--- config.mk ---
export PLATFORM = sky130hd
export DESIGN_NAME = mips_multicycle_ctrl_flat
export DESIGN_NICKNAME = d
export VERILOG_FILES = /design/src/rtl/mips_multicycle_ctrl_if.sv /design/src/rtl/mips_multicycle_ctrl.sv /design/src/flat_wrapper.sv
export SDC_FILE = /design/constraint.sdc
export NUM_CORES = 1
export LEC_CHECK = 0
export ABC_AREA = 1
export CAP_MARGIN = 20
export CORE_UTILIZATION = 44
export DETAILED_ROUTE_END_ITERATION = 10
export GPL_TIMING_DRIVEN = 0
export PLACE_DENSITY = 0.77
export SETUP_SLACK_MARGIN = 0.4
export SLEW_MARGIN = 5
export SYNTH_ARGS = -nofsm -noshare
export SYNTH_HDL_FRONTEND = slang
export SYNTH_SLANG_ARGS = --single-unit
--- constraint.sdc ---
create_clock -name clk -period 1.4 [get_ports clk]
set_input_delay 0.28 -clock clk [delete_from_list [all_inputs] [get_ports clk]]
set_output_delay 0.28 -clock clk [all_outputs]
set_load 0.02 [all_outputs]
--- src/rtl/mips_multicycle_ctrl_if.sv ---
// ALU operation interface between the multi-cycle control FSM and the
// shared ALU.
//   master (controller): drives aluoperation, alu_src_a, alu_src_b;
//                        samples branch and zero.
//   slave  (ALU side)  : the mirror image.
// The 3-bit operation codes are ADD=010, SUB=110, AND=000, OR=001,
// SLT=111, BNE=011 and BEQ=101.
interface mips_multicycle_ctrl_if;
  logic [2:0] aluoperation;
  logic       alu_src_a;   // 0=PC, 1=regA
  logic [1:0] alu_src_b;   // 00=regB, 01=4, 10=imm, 11=imm<<2
  logic       branch;      // branch-taken flag, meaningful in BRANCH only
  logic       zero;        // informational, not used for control

  modport master (output aluoperation, alu_src_a, alu_src_b,
                  input  branch, zero);
  modport slave  (input  aluoperation, alu_src_a, alu_src_b,
                  output branch, zero);
endinterface

--- src/rtl/mips_multicycle_ctrl.sv ---
// Multi-cycle MIPS control FSM.
// It sequences fetch, decode, execute, memory and write-back, and drives
// the datapath enables and multiplexer selects.
//   clk, rst      : clock, and a synchronous active-high reset
//   opcode, funct : instruction-register fields
//   alu           : ALU operation interface (master side)
//   pc_source, pc_write, ir_write, iord, mem_read, mem_write,
//   reg_write, reg_dst, mem_to_reg : datapath controls
//   state         : current state code (debug)
//   illegal       : high while in TRAP
//   instr_count   : retired-instruction counter
module mips_multicycle_ctrl #(
  parameter bit          TRAP_ON_ILLEGAL = 1'b1,
  parameter int unsigned COUNT_WIDTH     = 32
) (
  input  logic                   clk,
  input  logic                   rst,
  input  logic [5:0]             opcode,
  input  logic [5:0]             funct,
  mips_multicycle_ctrl_if.master alu,
  output logic [1:0]             pc_source,
  output logic                   pc_write,
  output logic                   ir_write,
  output logic                   iord,
  output logic                   mem_read,
  output logic                   mem_write,
  output logic                   reg_write,
  output logic                   reg_dst,
  output logic                   mem_to_reg,
  output logic [3:0]             state,
  output logic                   illegal,
  output logic [COUNT_WIDTH-1:0] instr_count
);

  typedef enum logic [3:0] {
    S_FETCH = 4'd0, S_DECODE = 4'd1, S_MEMADR = 4'd2, S_MEMRD = 4'd3,
    S_MEMWB = 4'd4, S_MEMWR = 4'd5, S_RTYPE_EX = 4'd6, S_ALU_WB = 4'd7,
    S_BRANCH = 4'd8, S_JUMP = 4'd9, S_ITYPE_EX = 4'd10, S_ITYPE_WB = 4'd11,
    S_TRAP = 4'd12
  } state_t;

  typedef struct packed {
    logic [2:0] aluop;
    logic       src_a;
    logic [1:0] src_b;
    logic [1:0] pc_source;
    logic       pc_write;
    logic       ir_write;
    logic       iord;
    logic       mem_read;
    logic       mem_write;
    logic       reg_write;
    logic       reg_dst;
    logic       mem_to_reg;
    logic       illegal;
  } ctrl_t;

  localparam logic [5:0] OP_RTYPE = 6'b000000, OP_J    = 6'b000010,
                         OP_BEQ   = 6'b000100, OP_BNE  = 6'b000101,
                         OP_ADDI  = 6'b001000, OP_ANDI = 6'b001100,
                         OP_ORI   = 6'b001101, OP_LW   = 6'b100011,
                         OP_SW    = 6'b101011;
  localparam logic [5:0] FN_ADD = 6'b100000, FN_SUB = 6'b100010,
                         FN_AND = 6'b100100, FN_OR  = 6'b100101,
                         FN_SLT = 6'b101010;
  localparam logic [2:0] ALU_ADD = 3'b010, ALU_SUB = 3'b110,
                         ALU_AND = 3'b000, ALU_OR  = 3'b001,
                         ALU_SLT = 3'b111, ALU_BNE = 3'b011,
                         ALU_BEQ = 3'b101;

  state_t                 state_q, state_d;
  ctrl_t                  ctrl, ctrl_out;
  logic                   retire;
  logic [COUNT_WIDTH-1:0] count_q;

  // NOTE: every variable written here gets a default before the case, so
  // no path leaves one unassigned and no latch is inferred.
  always_comb begin
    state_d   = S_FETCH;
    ctrl      = '0;
    ctrl.aluop = ALU_ADD;
    retire    = 1'b0;
    case (state_q)
      S_FETCH: begin
        ctrl.mem_read = 1'b1;
        ctrl.ir_write = 1'b1;
        ctrl.src_b    = 2'b01;
        ctrl.pc_write = 1'b1;
        state_d       = S_DECODE;
      end
      S_DECODE: begin
        ctrl.src_b = 2'b11;  // branch target into ALUOut ahead of BRANCH
        case (opcode)
          OP_LW, OP_SW:            state_d = S_MEMADR;
          OP_RTYPE:                state_d = S_RTYPE_EX;
          OP_BEQ, OP_BNE:          state_d = S_BRANCH;
          OP_J:                    state_d = S_JUMP;
          OP_ADDI, OP_ANDI, OP_ORI: state_d = S_ITYPE_EX;
          default:                 state_d = S_TRAP;
        endcase
      end
      S_MEMADR: begin
        ctrl.src_a = 1'b1;
        ctrl.src_b = 2'b10;
        state_d    = (opcode == OP_LW) ? S_MEMRD : S_MEMWR;
      end
      S_MEMRD: begin
        ctrl.mem_read = 1'b1;
        ctrl.iord     = 1'b1;
        state_d       = S_MEMWB;
      end
      S_MEMWB: begin
        ctrl.reg_write  = 1'b1;
        ctrl.mem_to_reg = 1'b1;
        retire          = 1'b1;
      end
      S_MEMWR: begin
        ctrl.mem_write = 1'b1;
        ctrl.iord      = 1'b1;
        retire         = 1'b1;
      end
      S_RTYPE_EX: begin
        ctrl.src_a = 1'b1;
        state_d    = S_ALU_WB;
        case (funct)
          FN_ADD:  ctrl.aluop = ALU_ADD;
          FN_SUB:  ctrl.aluop = ALU_SUB;
          FN_AND:  ctrl.aluop = ALU_AND;
          FN_OR:   ctrl.aluop = ALU_OR;
          FN_SLT:  ctrl.aluop = ALU_SLT;
          default: state_d    = S_TRAP;
        endcase
      end
      S_ALU_WB: begin
        ctrl.reg_write = 1'b1;
        ctrl.reg_dst   = 1'b1;
        retire         = 1'b1;
      end
      S_BRANCH: begin
        ctrl.src_a     = 1'b1;
        ctrl.pc_source = 2'b01;
        ctrl.aluop     = (opcode == OP_BNE) ? ALU_BNE : ALU_BEQ;
        ctrl.pc_write  = alu.branch;
        retire         = 1'b1;
      end
      S_JUMP: begin
        ctrl.pc_source = 2'b10;
        ctrl.pc_write  = 1'b1;
        retire         = 1'b1;
      end
      S_ITYPE_EX: begin
        ctrl.src_a = 1'b1;
        ctrl.src_b = 2'b10;
        state_d    = S_ITYPE_WB;
        case (opcode)
          OP_ANDI: ctrl.aluop = ALU_AND;
          OP_ORI:  ctrl.aluop = ALU_OR;
          default: ctrl.aluop = ALU_ADD;
        endcase
      end
      S_ITYPE_WB: begin
        ctrl.reg_write = 1'b1;
        retire         = 1'b1;
      end
      S_TRAP: begin
        ctrl.illegal = 1'b1;
        state_d      = TRAP_ON_ILLEGAL ? S_TRAP : S_FETCH;
      end
      default: ctrl.aluop = 3'b000;  // codes 13-15: recover quietly
    endcase
  end

  // NOTE: registered state uses non-blocking assignments so every flop
  // samples pre-edge values, whatever order the blocks are evaluated in.
  always_ff @(posedge clk) begin
    if (rst) begin
      state_q <= S_FETCH;
      count_q <= '0;
    end else begin
      state_q <= state_d;
      if (retire) count_q <= count_q + COUNT_WIDTH'(1);
    end
  end

  // Reset takes effect on the outputs at once, so an instruction that is
  // aborted mid-flight issues no further writes, even in the reset cycle.
  assign ctrl_out         = rst ? '0 : ctrl;
  assign alu.aluoperation = ctrl_out.aluop;
  assign alu.alu_src_a    = ctrl_out.src_a;
  assign alu.alu_src_b    = ctrl_out.src_b;
  assign pc_source        = ctrl_out.pc_source;
  assign pc_write         = ctrl_out.pc_write;
  assign ir_write         = ctrl_out.ir_write;
  assign iord             = ctrl_out.iord;
  assign mem_read         = ctrl_out.mem_read;
  assign mem_write        = ctrl_out.mem_write;
  assign reg_write        = ctrl_out.reg_write;
  assign reg_dst          = ctrl_out.reg_dst;
  assign mem_to_reg       = ctrl_out.mem_to_reg;
  assign illegal          = ctrl_out.illegal;
  assign state            = rst ? 4'd0 : state_q;
  assign instr_count      = rst ? '0 : count_q;

endmodule

--- src/flat_wrapper.sv ---
// flat-port wrapper written by rule: the top's interface ports become plain ports
module mips_multicycle_ctrl_flat 
#(
  parameter bit          TRAP_ON_ILLEGAL = 1'b1,
  parameter int unsigned COUNT_WIDTH     = 32
)
  (clk, rst, opcode, funct, pc_source, pc_write, ir_write, iord, mem_read, mem_write, reg_write, reg_dst, mem_to_reg, state, illegal, instr_count, alu_aluoperation, alu_alu_src_a, alu_alu_src_b, alu_branch, alu_zero);
  mips_multicycle_ctrl_if alu_i ();
  input  logic clk;
  input  logic rst;
  input  logic [5:0] opcode;
  input  logic [5:0] funct;
  output logic [1:0] pc_source;
  output logic pc_write;
  output logic ir_write;
  output logic iord;
  output logic mem_read;
  output logic mem_write;
  output logic reg_write;
  output logic reg_dst;
  output logic mem_to_reg;
  output logic [3:0] state;
  output logic illegal;
  output logic [COUNT_WIDTH-1:0] instr_count;
  output wire logic [$bits(alu_i.aluoperation)-1:0] alu_aluoperation;
  output wire logic [$bits(alu_i.alu_src_a)-1:0] alu_alu_src_a;
  output wire logic [$bits(alu_i.alu_src_b)-1:0] alu_alu_src_b;
  input wire logic [$bits(alu_i.branch)-1:0] alu_branch;
  input wire logic [$bits(alu_i.zero)-1:0] alu_zero;
  assign alu_aluoperation = alu_i.aluoperation;
  assign alu_alu_src_a = alu_i.alu_src_a;
  assign alu_alu_src_b = alu_i.alu_src_b;
  assign alu_i.branch = alu_branch;
  assign alu_i.zero = alu_zero;
  mips_multicycle_ctrl #(.TRAP_ON_ILLEGAL(TRAP_ON_ILLEGAL), .COUNT_WIDTH(COUNT_WIDTH)) u_core (.clk(clk), .rst(rst), .opcode(opcode), .funct(funct), .alu(alu_i), .pc_source(pc_source), .pc_write(pc_write), .ir_write(ir_write), .iord(iord), .mem_read(mem_read), .mem_write(mem_write), .reg_write(reg_write), .reg_dst(reg_dst), .mem_to_reg(mem_to_reg), .state(state), .illegal(illegal), .instr_count(instr_count));
endmodule
==> qor.csv, run 1 <==
stage,metric,value,unit
status,outcome,stopped before the end,
status,stop_stage,5_1_grt,
status,tool.error,[ERROR GRT-0232] Routing congestion too high. Check the congestion heatmap in the GUI.,
die,ios,69,
logic_synthesis,yosys.area.top_type,dfxtp_1,
place,place.gp.congestion,0.889,
logic_synthesis,syn_area_per_cell,5.72,um^2
place,dp_hpwl,6.11,mm
logic_synthesis,yosys_warnings,0,
logic_synthesis,synth_area,0.00258,mm^2
logic_synthesis,syn_nets,468,
timing,worst-ep-kind,top-level output,
cts,h-tree-depth,2,
logic_synthesis,ys_types,32,
die,die_h,78.5,um
global_route,grt_max_degree,12,
cts,cts-buffers-inserted,5,
logic_synthesis,async_flop_share,0,%
die,start_util,46.2,%
logic_synthesis,netlist_top_cells_count,"nor2_1 (109), nand2_1 (87), inv_1 (72), dfxtp_1 (36), nand3_1 (32)",
logic_synthesis,synth_edf_count,0,
cts,clockBufferDepth,2,
logic_synthesis,synth_most_common_cell,nor2_1,
global_route,grt_overflow,515,
logic_synthesis,ys_ff_latch,36,
global_route,grtUsageTotal,92.4,%
logic_synthesis,ys_seq_area_share,28.0,%
cts,cts_root_buffer,clkbuf_8,
place,io_buffers,66,
logic_synthesis,synthDominantCellAreaShare,28.0,%
timing,worstEndpointGrtRepair,alu_aluoperation[0],
logic_synthesis,synth_area_leaders,"dfxtp_1 (28%), nor2_1 (16%), nand2_1 (13%)",
die,die_w,78.5,um
logic_synthesis,synth_flop_cell,dfxtp_1,
logic_synthesis,synth_cells,451,
cts,clkSinkCount,36,
place,placed_cells,589,
die,num_rows,27,
## per-stage QoR
stage	setup slack, ps	area [um^2]
floorplan	45.7	3270
global placement	-991	4020
detailed placement	-1020	4020
CTS	-359	5010
## timing repair
item,in CTS
cloned,3
hold buffers,0
pin swaps,37
endpoints found under the hold margin,0
setup endpoints to repair,89
setup buffers,65
resized for setup,468
## logic make-up after synthesis
| family | synth area share (%) |
|---|---|
| AND/OR/NAND/NOR | 49.2 |
| buffers and inverters | 12.7 |
| AO/OA/AOI/OAI | 8.98 |
| flip-flops | 28.0 |
| XOR/XNOR | 0.680 |
| adder cells (fa/ha/maj) | 0.485 |
## layer usage
| metal | overflow | GRT usage (%) |
|---|---|---|
| met1 | 4 | 83.1 |
| met2 | 383 | 129 |
| met3 | 3 | 55.9 |
| met4 | 125 | 114 |
| met5 | 0 | 4.55 |
==> inputs of run 2 (changes only) <==
--- a/config.mk
+++ b/config.mk
@@ -7,11 +7,10 @@
 export LEC_CHECK = 0
 export ABC_AREA = 1
 export CAP_MARGIN = 20
-export CORE_UTILIZATION = 44
+export CORE_UTILIZATION = 40
 export DETAILED_ROUTE_END_ITERATION = 10
 export GPL_TIMING_DRIVEN = 0
-export PLACE_DENSITY = 0.77
-export SETUP_SLACK_MARGIN = 0.4
+export PLACE_DENSITY_LB_ADDON = 0.15
 export SLEW_MARGIN = 5
 export SYNTH_ARGS = -nofsm -noshare
 export SYNTH_HDL_FRONTEND = slang
==> constraint.sdc (replaced) <==
create_clock -name clk -period 1.8 [get_ports clk]
set_input_delay 0.36 -clock clk [delete_from_list [all_inputs] [get_ports clk]]
set_output_delay 0.36 -clock clk [all_outputs]
set_load 0.02 [all_outputs]
==> run 2 against run 1 <==
The flow now finishes, with violations (negative setup slack); synthesized cell count unchanged; synthesized area unchanged.
==> qor.csv, run 2 <==
stage,metric,value,unit
power,comb_power_share,25.9,%
status,outcome,"complete, but fails checks",
timing,finClkSkew,11.9,ps
global_route,grt_pass1_vias,2891,
cts,cts_tree,built,
place,place.gp.congestion,0.888,
routing,routed_via_density,5.08,
logic_synthesis,async_flop_share,0,%
global_route,grtUsageTotal,24.9,%
logic_synthesis,ys_ff_latch,36,
cts,clkLatencyLatePin,300,ps
cts,cts-buffers-inserted,5,
status,violations,negative setup slack,
logic_synthesis,synth_area_leaders,"dfxtp_1 (28%), nor2_1 (16%), nand2_1 (13%)",
critical_path,end_kind,primary output,
critical_path,crit_start,opcode[0],
critical_path,worstSetupPathType,primary input to primary output,
die,die_w,82.3,um
routing,routed_wl,7.95,mm
power,seqPwrFrac,43.3,%
power,p_switching,680,uW
global_route,grt_overflow,0,
place,dp_hpwl,5.56,mm
power,clkPwrFrac,30.7,%
logic_synthesis,syn_nets,468,
logic_synthesis,synthDominantCellAreaShare,28.0,%
logic_synthesis,ys_types,32,
routing,first_iter_violations,150,
timing,period_minus_slack,1830,ps
place,dp_slack,-844,ps
power,p_per_area,539,mW/mm^2
cells_and_area,final_area,0.00370,mm^2
routing,avgRoutedWirePerCell,12.7,um
cells_and_area,n_antenna_cell,0,
logic_synthesis,synth_cells,451,
cts,clkSinkCount,36,
cts,clockBufferDepth,2,
cts,h-tree-depth,2,
power,p_int,1.31,mW
critical_path,reg2reg_depth,9,
cells_and_area,top_register,u_core.count_q,
logic_synthesis,synth_most_common_cell,nor2_1,
global_route,grt_pass1_wl,12.8,mm
timing,setup-violations-final,3,
job,drv_cap,0,
cells_and_area,area.growth.synth_to_final,43.6,%
worst_hold_path,hp-start,rst,
timing,hold_violations,0,
timing,drv_slew,0,
logic_synthesis,synth_flop_cell,dfxtp_1,
timing,fin_crit_sh,102,%
critical_path,crit_family,buffers and inverters,
logic_synthesis,synth_area,0.00258,mm^2
die,core_area,0.00606,mm^2
cells_and_area,fin_nets,565,
die,start_util,42.5,%
die,ios,69,
cells_and_area,largest_reg_flops,32,
critical_path,crit_buf_inv,3,
logic_synthesis,synth_edf_count,0,
critical_path,worstReg2RegStart,u_core.state_q[0],
critical_path,crit_path_top_delay_cell,clkdlybuf4s50_1,
logic_synthesis,yosys_warnings,0,
critical_path,worstPathCellList,"clkdlybuf4s50_1, nand2_2, buf_4, nand2_1, a21oi_2, buf_4",
die,die_area,0.00677,mm^2
critical_path,cp-start-kind,primary input,
cells_and_area,regArea,736,um^2
logic_synthesis,yosys.area.top_type,dfxtp_1,
worst_hold_path,whs_path_depth,3,
logic_synthesis,netlist_top_cells_count,"nor2_1 (109), nand2_1 (87), inv_1 (72), dfxtp_1 (36), nand3_1 (32)",
critical_path,max_stage_delay,570,ps
cells_and_area,final_cell_mix,"nor2_1 (99), nand2_1 (82), inv_1 (64), dlygate4sd2_1 (39)",
routing,vias,3171,
cts,cts_root_buffer,clkbuf_8,
critical_path,cp_max_fo,5,
logic_synthesis,ys_seq_area_share,28.0,%
cells_and_area,reg_top3,"u_core.count_q: 32 flops, u_core.state_q: 4 flops",
place,post_dp_cell_area,0.00333,mm^2
critical_path,crit_path_frequent_cell,buf_4,
critical_path,cp.arrival,1470,ps
power,switching_share,34.1,%
cts,path_clk_slew,80,ps
die,num_rows,28,
routing,ant_nets,0,
timing,rsz0062_at_grt,true,
global_route,antenna_found_initial,0,
cells_and_area,fillers,585,
routing,drc,0,
place,io_buffers,66,
timing,relSlewSlack,62.3,%
timing,layout_setup_ws,-30.3,ps
die,die_h,82.3,um
logic_synthesis,syn_area_per_cell,5.72,um^2
worst_hold_path,hp-class,primary input to flip-flop,
critical_path,required,1440,ps
critical_path,crit_cells,6,
timing,worstMarginPinSlew,565,ps
cells_and_area,drive_above_1_share,21.5,%
power,ir_drop,0.435,mV
global_route,grt_max_degree,12,
cells_and_area,multiInputGateArea,0.00170,mm^2
cells_and_area,mostFrequentLayoutCell,nor2_1,
timing,fmax,0.546,GHz
routing,firstDrtPassIters,4,
power,leakage,1.73,nW
## run 2: cell counts after synthesis
Identical to the previous run, type by type.
## run 2: worst min-delay path, stage by stage
cell and delay [ps]:
clkbuf_2 200, a21oi_1 60, o21a_1 100
## run 2: repair_timing
action,CTS,global route
pin swaps,14,21
buffers inserted,18,6
endpoints found under the setup margin,53,25
resized for setup,144,62
hold buffers,0,0
## run 2: final timing paths
kind	slack [ps]	endpoint
worst max-delay path	-30	alu_aluoperation[2]
worst min-delay path	470	u_core.count_q[10]
worst max register to register	160	u_core.count_q[29]
worst min register to register	500	u_core.count_q[1]
## run 2: cells by family after synthesis
logic type	Yosys count	synth area share [%]
AO/OA/AOI/OAI	45	8.98
XOR/XNOR	2	0.680
adder cells (fa/ha/maj)	1	0.485
buffers and inverters	85	12.7
flip-flops	36	28.0
AND/OR/NAND/NOR	282	49.2
## run 2: cell type report
type	count	area share, %
inverter	74	7.98
sequential	36	19.9
multi-input combinational	330	45.9
timing repair buffer	90	19.3
tap	75	2.53
clock inverter	2	0.270
clock buffer	6	2.23
buffer	11	1.89
## run 2: through the flow
step / total power [mW] / utilization, % / hold WS (ps) / setup TNS (ps) / instances
floorplan: 1.14 / - / 459 / 0 / 451
global placement: 1.31 / 55.0 / 483 / -18510 / 592
detailed placement: 1.31 / 55.0 / 489 / -18720 / 592
CTS: 1.96 / 59.6 / 457 / -134 / 618
global route: 2.09 / 61.1 / 485 / -473 / 624
finish: 1.99 / 61.1 / 468 / -64.8 / 624
## run 2: power groups by stage
stage          sequential (mW)  combinational, mW  clock, mW
2_1_floorplan            0.851              0.284          0
3_3_place_gp             0.857              0.449          0
3_5_place_dp             0.859              0.452          0
4_1_cts                  0.855              0.481      0.623
5_1_grt                  0.867              0.558      0.661
6_report                 0.864              0.518      0.613
## run 2: routing by layer
metal / up-vias / share of wire, % / GRT usage [%]
met2: 80 / 48 / 44.6
met4: 0 / 1.9 / 8.07
met1: 1463 / 44 / 30.3
met3: 15 / 5.4 / 3.30
li1: 1613 / - / -
met5: - / 0 / 0
(Power assumes the default switching activity.)
